**src/rtl/fb_write_stage_if.sv**
```systemverilog
// Pixel-in / framebuffer-write bundle for fb_write_stage.
// Combinational signal grouping only, so it adds no latency.
// Only the memory side has backpressure (mem_ready); the pixel side has none.
interface fb_write_stage_if #(
    parameter int ADDR_W     = 17,
    parameter int FIFO_DEPTH = 16
);
    logic                          frame_start;
    logic [7:0]                    R;
    logic [7:0]                    G;
    logic [7:0]                    B;
    logic                          valid_pix;
    logic [ADDR_W-1:0]             mem_addr;
    logic [15:0]                   mem_data;
    logic                          mem_we;
    logic                          mem_ready;
    logic [$clog2(FIFO_DEPTH):0]   fifo_level;
    logic                          overflow;
    logic                          frame_done;

    // The write stage is the master of the framebuffer port.
    modport master (
        input  frame_start, R, G, B, valid_pix, mem_ready,
        output mem_addr, mem_data, mem_we, fifo_level, overflow, frame_done
    );

    modport slave (
        output frame_start, R, G, B, valid_pix, mem_ready,
        input  mem_addr, mem_data, mem_we, fifo_level, overflow, frame_done
    );
endinterface

```
**src/rtl/fb_write_stage.sv**
```systemverilog
// RGB888 -> RGB565 converter with raster addressing and an FWFT FIFO into the framebuffer port.
// Latency: a pixel pushed into an empty FIFO appears on mem_* one cycle after its input edge.
// Backpressure: mem_ready stalls the FIFO head; when the FIFO is full, pixels are dropped and overflow is set.
module fb_write_stage #(
    parameter int H_RES      = 320,
    parameter int V_RES      = 240,
    parameter int FIFO_DEPTH = 16,
    parameter int ADDR_W     = 17
) (
    input  logic              clk,
    input  logic              rst_n,
    fb_write_stage_if.master  bus
);
    localparam int PTR_W = $clog2(FIFO_DEPTH);
    localparam int LVL_W = PTR_W + 1;
    localparam int FRAME = H_RES * V_RES;
    localparam logic [ADDR_W-1:0] LAST_ADDR = ADDR_W'(FRAME - 1);

    typedef struct packed {
        logic [ADDR_W-1:0] addr;
        logic [15:0]       dat;
    } entry_t;

    entry_t             fifo_mem [FIFO_DEPTH];
    logic [PTR_W-1:0]   wr_ptr;
    logic [PTR_W-1:0]   rd_ptr;
    logic [LVL_W-1:0]   level;
    logic [ADDR_W-1:0]  pix_addr;
    entry_t             last_q;
    logic               overflow_q;
    logic               frame_done_q;

    logic               empty;
    logic               full;
    logic               pop;
    logic               push;
    entry_t             head;
    entry_t             in_entry;
    logic [PTR_W-1:0]   wr_slot;

    assign empty = (level == '0);
    assign full  = (level == LVL_W'(FIFO_DEPTH));
    assign pop   = !empty && bus.mem_ready;
    // A flush empties the FIFO, so the same-cycle pixel always fits.
    assign push  = bus.valid_pix && (bus.frame_start || !full || pop);
    assign head  = fifo_mem[rd_ptr];

    assign in_entry.addr = bus.frame_start ? '0 : pix_addr;
    assign in_entry.dat  = {bus.R[7:3], bus.G[7:2], bus.B[7:3]};
    assign wr_slot       = bus.frame_start ? '0 : wr_ptr;

    // When empty, keep presenting the last head so the port does not glitch.
    assign bus.mem_we     = !empty;
    assign bus.mem_addr   = empty ? last_q.addr : head.addr;
    assign bus.mem_data   = empty ? last_q.dat  : head.dat;
    assign bus.fifo_level = level;
    assign bus.overflow   = overflow_q;
    assign bus.frame_done = frame_done_q;

    always_ff @(posedge clk) begin
        if (push) begin
            fifo_mem[wr_slot] <= in_entry;
        end
    end

    always_ff @(posedge clk or negedge rst_n) begin
        if (!rst_n) begin
            wr_ptr       <= '0;
            rd_ptr       <= '0;
            level        <= '0;
            pix_addr     <= '0;
            last_q       <= '0;
            overflow_q   <= 1'b0;
            frame_done_q <= 1'b0;
        end else begin
            if (!empty) begin
                last_q <= head;
            end
            if (bus.frame_start) begin
                wr_ptr       <= PTR_W'(bus.valid_pix);
                rd_ptr       <= '0;
                level        <= LVL_W'(bus.valid_pix);
                pix_addr     <= ADDR_W'(bus.valid_pix);
                overflow_q   <= 1'b0;
                frame_done_q <= 1'b0;
            end else begin
                if (push) begin
                    wr_ptr <= wr_ptr + PTR_W'(1);
                end
                if (pop) begin
                    rd_ptr <= rd_ptr + PTR_W'(1);
                end
                unique case ({push, pop})
                    2'b10:   level <= level + LVL_W'(1);
                    2'b01:   level <= level - LVL_W'(1);
                    default: level <= level;
                endcase
                if (bus.valid_pix && full && !pop) begin
                    overflow_q <= 1'b1;
                end
                frame_done_q <= pop && (head.addr == LAST_ADDR);
                // The address advances even for dropped pixels so later ones stay aligned.
                if (bus.valid_pix) begin
                    pix_addr <= (pix_addr == LAST_ADDR) ? '0 : pix_addr + ADDR_W'(1);
                end
            end
        end
    end
endmodule

```
**src/flat_wrapper.sv**
```systemverilog
// flat-port wrapper written by rule: the top's interface ports become plain ports
module fb_write_stage_flat 
#(
    parameter int H_RES      = 320,
    parameter int V_RES      = 240,
    parameter int FIFO_DEPTH = 16,
    parameter int ADDR_W     = 17
)
  (clk, rst_n, bus_frame_start, bus_R, bus_G, bus_B, bus_valid_pix, bus_mem_ready, bus_mem_addr, bus_mem_data, bus_mem_we, bus_fifo_level, bus_overflow, bus_frame_done);
  fb_write_stage_if #(.ADDR_W(ADDR_W), .FIFO_DEPTH(FIFO_DEPTH)) bus_i ();
  input  logic clk;
  input  logic rst_n;
  input wire logic [$bits(bus_i.frame_start)-1:0] bus_frame_start;
  input wire logic [$bits(bus_i.R)-1:0] bus_R;
  input wire logic [$bits(bus_i.G)-1:0] bus_G;
  input wire logic [$bits(bus_i.B)-1:0] bus_B;
  input wire logic [$bits(bus_i.valid_pix)-1:0] bus_valid_pix;
  input wire logic [$bits(bus_i.mem_ready)-1:0] bus_mem_ready;
  output wire logic [$bits(bus_i.mem_addr)-1:0] bus_mem_addr;
  output wire logic [$bits(bus_i.mem_data)-1:0] bus_mem_data;
  output wire logic [$bits(bus_i.mem_we)-1:0] bus_mem_we;
  output wire logic [$bits(bus_i.fifo_level)-1:0] bus_fifo_level;
  output wire logic [$bits(bus_i.overflow)-1:0] bus_overflow;
  output wire logic [$bits(bus_i.frame_done)-1:0] bus_frame_done;
  assign bus_i.frame_start = bus_frame_start;
  assign bus_i.R = bus_R;
  assign bus_i.G = bus_G;
  assign bus_i.B = bus_B;
  assign bus_i.valid_pix = bus_valid_pix;
  assign bus_i.mem_ready = bus_mem_ready;
  assign bus_mem_addr = bus_i.mem_addr;
  assign bus_mem_data = bus_i.mem_data;
  assign bus_mem_we = bus_i.mem_we;
  assign bus_fifo_level = bus_i.fifo_level;
  assign bus_overflow = bus_i.overflow;
  assign bus_frame_done = bus_i.frame_done;
  fb_write_stage #(.H_RES(H_RES), .V_RES(V_RES), .FIFO_DEPTH(FIFO_DEPTH), .ADDR_W(ADDR_W)) u_core (.clk(clk), .rst_n(rst_n), .bus(bus_i));
endmodule
```
**config.mk**
```make
export PLATFORM = sky130hd
export DESIGN_NAME = fb_write_stage_flat
export DESIGN_NICKNAME = d
export VERILOG_FILES = /design/src/rtl/fb_write_stage_if.sv /design/src/rtl/fb_write_stage.sv /design/src/flat_wrapper.sv
export SDC_FILE = /design/constraint.sdc
export NUM_CORES = 1
export LEC_CHECK = 0
export ABC_AREA = 1
export CAP_MARGIN = 20
export CORE_ASPECT_RATIO = 2
export CORE_UTILIZATION = 40
export DETAILED_ROUTE_END_ITERATION = 8
export GPL_TIMING_DRIVEN = 0
export SETUP_SLACK_MARGIN = 0.4
export SYNTH_ARGS = -nofsm -noshare
export SYNTH_HDL_FRONTEND = slang
export SYNTH_SLANG_ARGS = --single-unit
```
**constraint.sdc**
```tcl
create_clock -name clk -period 2.6 [get_ports clk]
set_input_delay 0.52 -clock clk [delete_from_list [all_inputs] [get_ports clk]]
set_output_delay 0.52 -clock clk [all_outputs]
set_load 0.05 [all_outputs]
```
Yosys cells after proc, flatten, opt, wreduce, memory -nomap -nowiden

Memory sizes are Yosys's and may differ from the RTL's.
Index checks and enable logic that the tools add are counted.

$lt $le $gt $ge: 0
$mul: 0
Divide/modulo/power cells: 0
Bitwise logic cells: 0
Mux-type cells: 18
Add/subtract/negate cells: 5
Reductions and logical operators: 16
Shift-type cells: 0
Equality and inequality tests: 5

Operators by type and width:

| kind                                                 | count |
|---|---|
| 2-to-1 mux 17 bit                                    | 5 |
| equality test 17 bit (second input constant)         | 2 |
| 2-to-1 mux 4 bit                                     | 5 |
| adder 17 x 1 -> 17 bit (second input constant)       | 1 |
| 2-to-1 mux 16 bit                                    | 1 |
| case mux 5 bit (2 select lines)                      | 1 |
| adder 4 x 1 -> 4 bit (second input constant)         | 2 |
| nonzero test 2 bit                                   | 4 |
| adder 5 x 1 -> 5 bit (second input constant)         | 1 |
| equality test 5 bit (second input constant)          | 1 |
| logical AND 1 bit                                    | 5 |
| logical NOT 5 bit                                    | 1 |
| 2-to-1 mux 1 bit                                     | 5 |
| 2-to-1 mux 5 bit                                     | 1 |
| subtractor 5 x 1 -> 5 bit (second input constant)    | 1 |
| logical NOT 1 bit                                    | 3 |
| nonzero test 3 bit                                   | 1 |
| equality test 2 x 1 -> 1 bit (second input constant) | 1 |
| equality test 2 bit (second input constant)          | 1 |
| logical OR 1 bit                                     | 2 |

Flip-flop bits (word level): 65
Latch bits: 0
RAM bits: 528
Memories: 1
Input port bits: 29
Bits in read-only memories: 0
Word-level logic and storage cells: 53

Memory list:

| name            | words | width | read ports | clocked after Yosys merged registers in | wr ports | line                 | source |
|---|---|---|---|---|---|---|---|
| u_core.fifo_mem | 16    | 33    | 1          | 0                                       | 1        | fb_write_stage.sv:24 | `entry_t fifo_mem [FIFO_DEPTH];` |

Logic depth before layout (Yosys ltp)

Gate-level depths: netlist of the first run.

Depth in word-level cells: 8
Depth in mapped cells: 14
Depth with buffers taken out: 12

Worst setup path after synthesis of the first run

OpenSTA, ideal clock, no wires.

Kind: register to register
From: register u_core.level[3] (netlist: u_core.bus.fifo_level[3])
To: memory u_core.fifo_mem[10][0] (netlist bit) (enable)
Data required time: 2.177 ns
Arrival time: 2.871 ns
Cell stages (with the launch flop): 7
Path slack: -0.694 ns
Cells stage by stage: dfrtp_1 > nor2_1 > nand3_1 > inv_1 > a31oi_2 > nand4_1 > nor2_1

Longest elaborated chain between the ends: 7
Elaborated cells between the ends (all ways): 10
Those cells by class: 1 x eq/ne; 2 x mux; 7 x reduce/logical

Ends and longest elaborated chain:

| item                                                     | line                                       | source |
|---|---|---|
| from (decl)                                              | fb_write_stage.sv:27                       | `logic [LVL_W-1:0] level;` |
| from (signal assigned)                                   | fb_write_stage.sv:82                       | `level <= LVL_W'(bus.valid_pix);` |
| from (signal assigned)                                   | fb_write_stage.sv:94                       | `2'b10: level <= level + LVL_W'(1);` |
| from (signal assigned)                                   | fb_write_stage.sv:95                       | `2'b01: level <= level - LVL_W'(1);` |
| equality test 5 bit or logical NOT 5 bit (tied branches) | fb_write_stage.sv:42, fb_write_stage.sv:41 |  |
| logical NOT 1 bit (on tied branches)                     | fb_write_stage.sv:45, fb_write_stage.sv:43 |  |
| logical OR 1 bit or logical AND 1 bit (tied branches)    | fb_write_stage.sv:45, fb_write_stage.sv:43 |  |
| logical OR 1 bit *                                       | fb_write_stage.sv:45                       | `assign push = bus.valid_pix && (bus.frame_start \|\| !full \|\| pop);` |
| logical AND 1 bit *                                      | fb_write_stage.sv:45                       |  |
| 2-to-1 mux 1 bit *                                       | fb_write_stage.sv:61                       | `if (push) begin` |
| 2-to-1 mux 1 bit (implied by the code) *                 | fb_write_stage.sv:62                       | `fifo_mem[wr_slot] <= in_entry;` |
| to (decl)                                                | fb_write_stage.sv:24                       |  |

Every way passes the cells marked *; elsewhere a longest branch is shown, timed or not.

Worst setup path after layout of the first run

From: register u_core.rd_ptr[0]
To: output bus_mem_data[15]

Longest elaborated chain between the ends: 2

Ends and longest elaborated chain:

| item                   | line                 | source |
|---|---|---|
| from (decl)            | fb_write_stage.sv:26 | `logic [PTR_W-1:0] rd_ptr;` |
| from (signal assigned) | fb_write_stage.sv:91 | `rd_ptr <= rd_ptr + PTR_W'(1);` |
| memory (16 x 33 bit)   | --                   |  |
| 2-to-1 mux 16 bit      | fb_write_stage.sv:55 | `assign bus.mem_data = empty ? last_q.dat : head.dat;` |
| to (decl)              | flat_wrapper.sv:20   | `output wire logic [$bits(bus_i.mem_data)-1:0] bus_mem_data;` |

No other way between the ends.

==> impl_metrics.py, run 1 <==
metrics = {
    "die": {
        "die_h_um": 350.1,
        "core_mm2": 0.05991,
        "die_w_um": 176.1,
        "die-area_mm2": 0.06164,
        "rows": 127,
        "initial_core_util": 0.4046,
        "io_pins": 70,
    },
    "timing": {
        "setup_tns_ns": -15.90,
        "max-slew-margin-rel": 0.2137,
        "fmax_mhz": 315.8,
        "rsz0062_at_grt": "yes",
        "finalCritPeriodShare": 1.218,
        "drv_slew": 0,
        "period_minus_slack_ns": 3.167,
        "setup_viol": 34,
        "setup_ws_ns": -0.5667,
        "skew_ns": 0.02506,
        "worstMarginPinSlew_ns": 1.175,
        "hold_violations": 0,
    },
    "worst_setup_path": {
        "reg2reg_to": "u_core.bus.fifo_level[4]$_DFFE_PN0P_",
        "path_cells": "buf_6 -> inv_6 -> buf_8 -> buf_12 -> buf_12 -> buf_12 -> nor2_2 -> o221ai_2 -> nand3_2 -> a31oi_4 -> buf_6",
        "cpPeakStageDelay_ns": 0.40,
        "r2r-start": "u_core.bus.fifo_level[0]$_DFFE_PN0P_",
        "crit_path_end_kind": "primary output",
        "worst-setup-path-type": "reg -> out",
        "critPathArrivalTime_ns": 2.65,
        "reg2reg_depth": 15,
        "crit_fanout": 7,
        "start_kind": "flop",
        "rrSetupSlack_ns": -0.01,
        "crit_top_cell": "buf_12",
        "critPathLaunch": "u_core.rd_ptr[0]$_DFFE_PN0P_",
        "crit_slowest_cell": "dfrtp_1",
        "endpoint": "bus_mem_data[15]",
        "critPathRequiredTime_ns": 2.08,
    },
    "yosys": {
        "synth_top_cell_by_area": "edfxtp_1",
        "syn_avg_cell_area_um2": 11.78,
        "synth_warnings": 0,
        "ys_top_cells_by_count": "edfxtp_1 (528), nand2_1 (354), nor2_1 (310)",
        "yosysSeqAreaShare": 0.7213,
        "synth_ff_type": "edfxtp_1",
        "synth_top_area_frac": 0.6542,
        "async_flop_share": 0.1096,
        "yosys.cell_count.top_type": "edfxtp_1",
        "synth_edf_count": 528,
        "synthesis.area_mm2": 0.02424,
        "synthCells": 2058,
        "synth_area_leaders": "edfxtp_1 (65%), dfrtp_1 (6.7%), nand2_1 (5.5%)",
        "ys_types": 35,
        "syn-num-nets": 2094,
        "synth.ff_latch_count": 593,
    },
    "run": {
        "drv_cap": 0,
    },
    "routing": {
        "drc": 0,
        "vias": 18320,
        "wire_per_inst_um": 29.03,
        "drt_wl_total_um": 91150,
        "ant_nets": 0,
        "routed_via_density": 5.834,
        "drt-initial-drc-count": 1873,
        "dr.pass1.iters": 6,
    },
    "grt": {
        "grt_max_degree": 42,
        "antenna_found_initial": 1,
        "grt_pass1_wl_um": 126000,
        "grt_use_total": 0.2921,
        "grt.overflow.total": 0,
        "first_global_vias": 18600,
    },
    "power_and_ir_drop": {
        "p_per_area_mw_per_mm2": 986.3,
        "max-vdd-ir-drop_mv": 0.7599,
        "p_leak_nw": 12.03,
    },
    "clocking": {
        "clock-sinks": 593,
        "htreeDepth": 2,
        "cts_tree": "yes",
        "clk_latency_ns": 0.62,
        "cts_buffers": 51,
        "ctsLongestPathBuffers": 3,
        "path_clk_slew_ns": 0.07,
        "cts_root_buf": "clkbuf_16",
    },
    "finish": {
        "drive_above_1_share": 0.2571,
        "fin_util": 0.5397,
        "fin_nets": 2358,
        "area_growth_syn_to_layout_pct": 33.39,
    },
    "placed_design": {
        "gp_congestion": 0.8620,
        "dp_slack_ns": -1.506,
        "hpwl_um": 57390,
        "place.port_buffers": 60,
    },
    "hold_path": {
        "holdCritPathClass": "in -> reg",
    },
    "status": {
        "status": "finished, violations left",
        "violations": "negative setup slack",
    },
}
==> per-layer routing <==
metal / share of wire / wire length, um / GRT usage / vias to the layer above
li1: - / - / - / 7777
met1: 0.31 / 28180 / 0.2822 / 9014
met2: 0.52 / 47310 / 0.5316 / 1109
met3: 0.068 / 6159 / 0.04508 / 418
met4: 0.10 / 9491 / 0.2566 / 2
met5: 0.00013 / 12 / 0 / -
==> layout by cell type (no fill, tap or decap), drive strengths merged, types with 2 or more instances in the layout <==
cell and count:
clkdlybuf4s50 17, clkbuf 130, dlygate4sd2 4, o21a 2
o21ai 197, buf 238, clkinvlp 5, bufbuf 5
a31oi 34, a22oi 3, clkdlybuf4s15 3, o221ai 44
xor2 5, a21oi 11, clkinv 17, edfxtp 528
nor2 310, bufinv 9, nand2 354, inv 138
ha 6, nor3 9, nand4 8, nand3 178
dfrtp 65, o22ai 23, o211ai 16
==> through the flow <==
| step | cells | hold slack [ns] | total power, mW | area (um2) |
|---|---|---|---|---|
| CTS | 3101 | 0.3519 | 30.94 | 31470 |
| global placement | 2892 | 0.4620 | 20.24 | 26580 |
| floorplan | 2058 | 0.2244 | 16.95 | 25010 |
| global route | 3139 | 0.3964 | 32.71 | 32330 |
| finish | 3140 | 0.3799 | 31.89 | 32330 |
| detailed placement | 2917 | 0.4833 | 20.38 | 27090 |
==> worst min-delay path by stage <==
stage / startpoint / end / slack, ns / depth (start not counted)
floorplan: rst_n / u_core.bus.fifo_level[0]$_DFFE_PN0P_ / 0.22 / 0
global placement: u_core.last_q[26]$_DFFE_PN0N_ / u_core.last_q[26]$_DFFE_PN0N_ / 0.46 / 2
detailed placement: u_core.last_q[26]$_DFFE_PN0N_ / u_core.last_q[26]$_DFFE_PN0N_ / 0.48 / 2
CTS: bus_frame_start / u_core.wr_ptr[1]$_DFFE_PN0P_ / 0.35 / 4
global route: bus_frame_start / u_core.wr_ptr[1]$_DFFE_PN0P_ / 0.40 / 4
finish: bus_frame_start / u_core.wr_ptr[1]$_DFFE_PN0P_ / 0.38 / 4
==> cell type report <==
type / instances / area (um2)
Antenna cell: 1 / 2.502
Buffer: 122 / 1694
Clock buffer: 66 / 1403
Clock inverter: 30 / 390.4
Fill cell: 4789 / 27580
Inverter: 139 / 559.3
Multi-Input combinational cell: 1205 / 7089
Sequential cell: 593 / 17490
Tap cell: 774 / 968.4
Timing Repair Buffer: 210 / 2735
==> cells by family after synthesis <==
group                      synth area share
DFF                                  0.7213
and+or+nand+nor                      0.1438
xor gates and xnor gates           0.002168
adders and majority gates          0.003923
AOI/OAI and AO/OA                   0.08136
buffers and inverters               0.04749
==> report_power, final <==
part           switching, mW  total, mW  internal, mW  leakage [nW]
registers              0.162       10.9          10.8          5.65
clock network           3.54       8.26          4.72         0.874
logic                   7.76       12.7          4.95          5.50
total                   11.5       31.9          20.4          12.0
==> registers in the layout, summed over array words and instances (netlist names) <==
name	flops
u_core.bus.frame_done	1
u_core.fifo_mem	528
u_core.pix_addr	17
u_core.bus.overflow	1
u_core.bus.fifo_level	5
u_core.rd_ptr	4
u_core.last_q	33
u_core.wr_ptr	4
==> critical path: cells and delay by family, from the launching register on <==
family	cells	cell delay (ns)
AOI/OAI and AO/OA	2	0.44
buffers and inverters	7	0.99
DFF	1	0.40
and+or+nand+nor	2	0.19
==> what timing repair did <==
item,4_1_cts,5_1_grt
setup buffers,76,26
cloned,11,7
resized for setup,632,103
hold buffers,1,0
pin swaps,117,91
hold endpoints to repair,24,0
setup endpoints to repair,598,164
No activity file was read; power rests on OpenSTA's default activity.
==> run 2, diff against run 1 <==
--- a/config.mk
+++ b/config.mk
@@ -8,9 +8,11 @@
 export ABC_AREA = 1
 export CAP_MARGIN = 20
 export CORE_ASPECT_RATIO = 2
-export CORE_UTILIZATION = 40
+export CORE_UTILIZATION = 55
+export CTS_CLUSTER_DIAMETER = 60
 export DETAILED_ROUTE_END_ITERATION = 8
 export GPL_TIMING_DRIVEN = 0
+export PLACE_DENSITY = 0.75
 export SETUP_SLACK_MARGIN = 0.4
 export SYNTH_ARGS = -nofsm -noshare
 export SYNTH_HDL_FRONTEND = slang
==> impl_metrics.py, run 2 (same netlist as run 1, synthesis figures left out) <==
metrics = {
    "routing": {
        "drt-initial-drc-count": 2834,
        "dr.pass1.iters": 7,
        "drc": 0,
        "vias": 19390,
        "wire_per_inst_um": 31.42,
        "drt_wl_total_um": 91400,
        "routed_via_density": 6.667,
        "ant_nets": 0,
    },
    "worst_setup_path": {
        "crit_path_end_kind": "primary output",
        "worst-setup-path-type": "reg -> out",
        "crit_fanout": 6,
        "critPathArrivalTime_ns": 2.88,
        "start_kind": "flop",
        "critPathRequiredTime_ns": 2.08,
        "rrSetupSlack_ns": 0.06,
    },
    "placed_design": {
        "dp.cells": 2695,
        "placed_area_mm2": 0.02681,
        "hpwl_um": 53940,
        "gp_congestion": 0.8924,
        "place.port_buffers": 60,
        "dp_slack_ns": -1.363,
    },
    "clocking": {
        "cts_root_buf": "clkbuf_16",
        "cts_tree": "yes",
        "clock-sinks": 593,
        "path_clk_slew_ns": 0.07,
        "htreeDepth": 2,
        "clk_latency_ns": 0.63,
        "cts_buffers": 50,
        "ctsLongestPathBuffers": 3,
    },
    "finish": {
        "fin_util": 0.7271,
        "final_cells": 2909,
        "top_regs": "u_core.fifo_mem (528), u_core.last_q (33), u_core.pix_addr (17)",
        "area_growth_syn_to_layout_pct": 30.13,
        "stdcell_area_mm2": 0.03154,
        "mostFrequentLayoutCell": "edfxtp_1",
        "regMostFlops": "u_core.fifo_mem",
        "fin_nets": 2354,
        "largest_register_ffs": 528,
        "diodes": 0,
        "drive_above_1_share": 0.2577,
        "final_cell_mix": "edfxtp_1 (528), nand2_1 (334), nor2_1 (279)",
    },
    "power_and_ir_drop": {
        "max-vdd-ir-drop_mv": 1.144,
        "power_mw": 30.98,
        "p_per_area_mw_per_mm2": 982.3,
        "p_leak_nw": 11.85,
    },
    "timing": {
        "setup_tns_ns": -19.35,
        "setup_ws_ns": -0.8013,
        "setup_viol": 33,
        "holdWs_ns": 0.3060,
        "skew_ns": 0.02228,
        "period_minus_slack_ns": 3.401,
        "drv_slew": 0,
        "worstMarginPinSlew_ns": 1.107,
        "hold_violations": 0,
        "finalCritPeriodShare": 1.308,
        "max-slew-margin-rel": 0.2590,
        "rsz0062_at_grt": "yes",
        "fmax_mhz": 294.0,
    },
    "die": {
        "core_mm2": 0.04338,
        "initial_core_util": 0.5588,
        "die-area_mm2": 0.04496,
        "io_pins": 70,
        "die_w_um": 150.4,
        "die_h_um": 298.9,
        "rows": 108,
    },
    "grt": {
        "grt.overflow.total": 0,
        "grt_use_total": 0.4052,
        "grt.met2_usage": 0.6661,
        "top_usage_layer": "met2",
        "grt_max_degree": 57,
        "first_global_vias": 19380,
        "use_met1": 0.4135,
        "grt_pass1_wl_um": 126400,
        "antenna_found_initial": 0,
        "grt_use_met3": 0.08794,
    },
    "status": {
        "status": "finished, violations left",
        "violations": "negative setup slack",
    },
    "hold_path": {
        "holdCritPathClass": "in -> async",
    },
    "run": {
        "drv_cap": 0,
    },
}
## run 2: cell types whose count changed in the layout (fill, tap and decap cells not counted), moves of 8 or more
cell	previous run	this run
clkbuf_16	69	58
clkbuf_8	27	19
nand2_1	345	334
nand3_2	65	73
o21ai_0	138	147
## run 2: what timing repair did
action | in CTS | in global routing
resized for setup | 604 | 105
endpoints found under the setup margin | 594 | 112
pin swaps | 128 | 96
endpoints found under the hold margin | 9 | 0
gates cloned | 9 | 3
hold buffers | 1 | 0
setup buffers | 83 | 19
## run 2: power by group
part / switching (mW) / internal (mW) / leakage [nW]
Sequential: 0.179 / 10.8 / 5.65
Combinational: 7.68 / 4.59 / 5.38
Clock: 3.54 / 4.23 / 0.810
## run 2: worst paths after layout
kind	start	end	cells past startpoint
max	u_core.rd_ptr[0]$_DFFE_PN0P_	bus_mem_addr[14]	10
min in group clk	bus_frame_start	u_core.wr_ptr[1]$_DFFE_PN0P_	4
max reg2reg	u_core.rd_ptr[0]$_DFFE_PN0P_	u_core.bus.frame_done$_DFF_PN0_	16
min	rst_n	u_core.last_q[11]$_DFFE_PN0N_	2
min reg2reg	u_core.last_q[29]$_DFFE_PN0N_	u_core.last_q[29]$_DFFE_PN0N_	2
max in group asynchronous	rst_n	u_core.pix_addr[13]$_DFFE_PN0P_	3
## run 2: layout make-up
type                       instances  area, um2
timing repair buffer             207       2536
multi-input combinational       1205       7113
fill                            2612      11840
clock buffer                      66       1371
clock inverter                    27      275.3
sequential                       593      17490
buffer                           122       1508
inverter                         139      560.5
tap                              550      688.2
## run 2: critical path: stages (launching register included)
cell and delay, ns:
dfrtp_1 0.41, buf_6 0.18, buf_8 0.14, buf_12 0.15, buf_12 0.15, buf_8 0.12, nor2_2 0.03, o211ai_1 0.32
nand3_1 0.23, a31oi_4 0.31, buf_6 0.20
## run 2: metal layers
metal,routed length (um),up-vias
li1,-,7787
met3,10200,644
met2,44540,1770
met4,11000,0
met1,25650,9192
met5,0,-
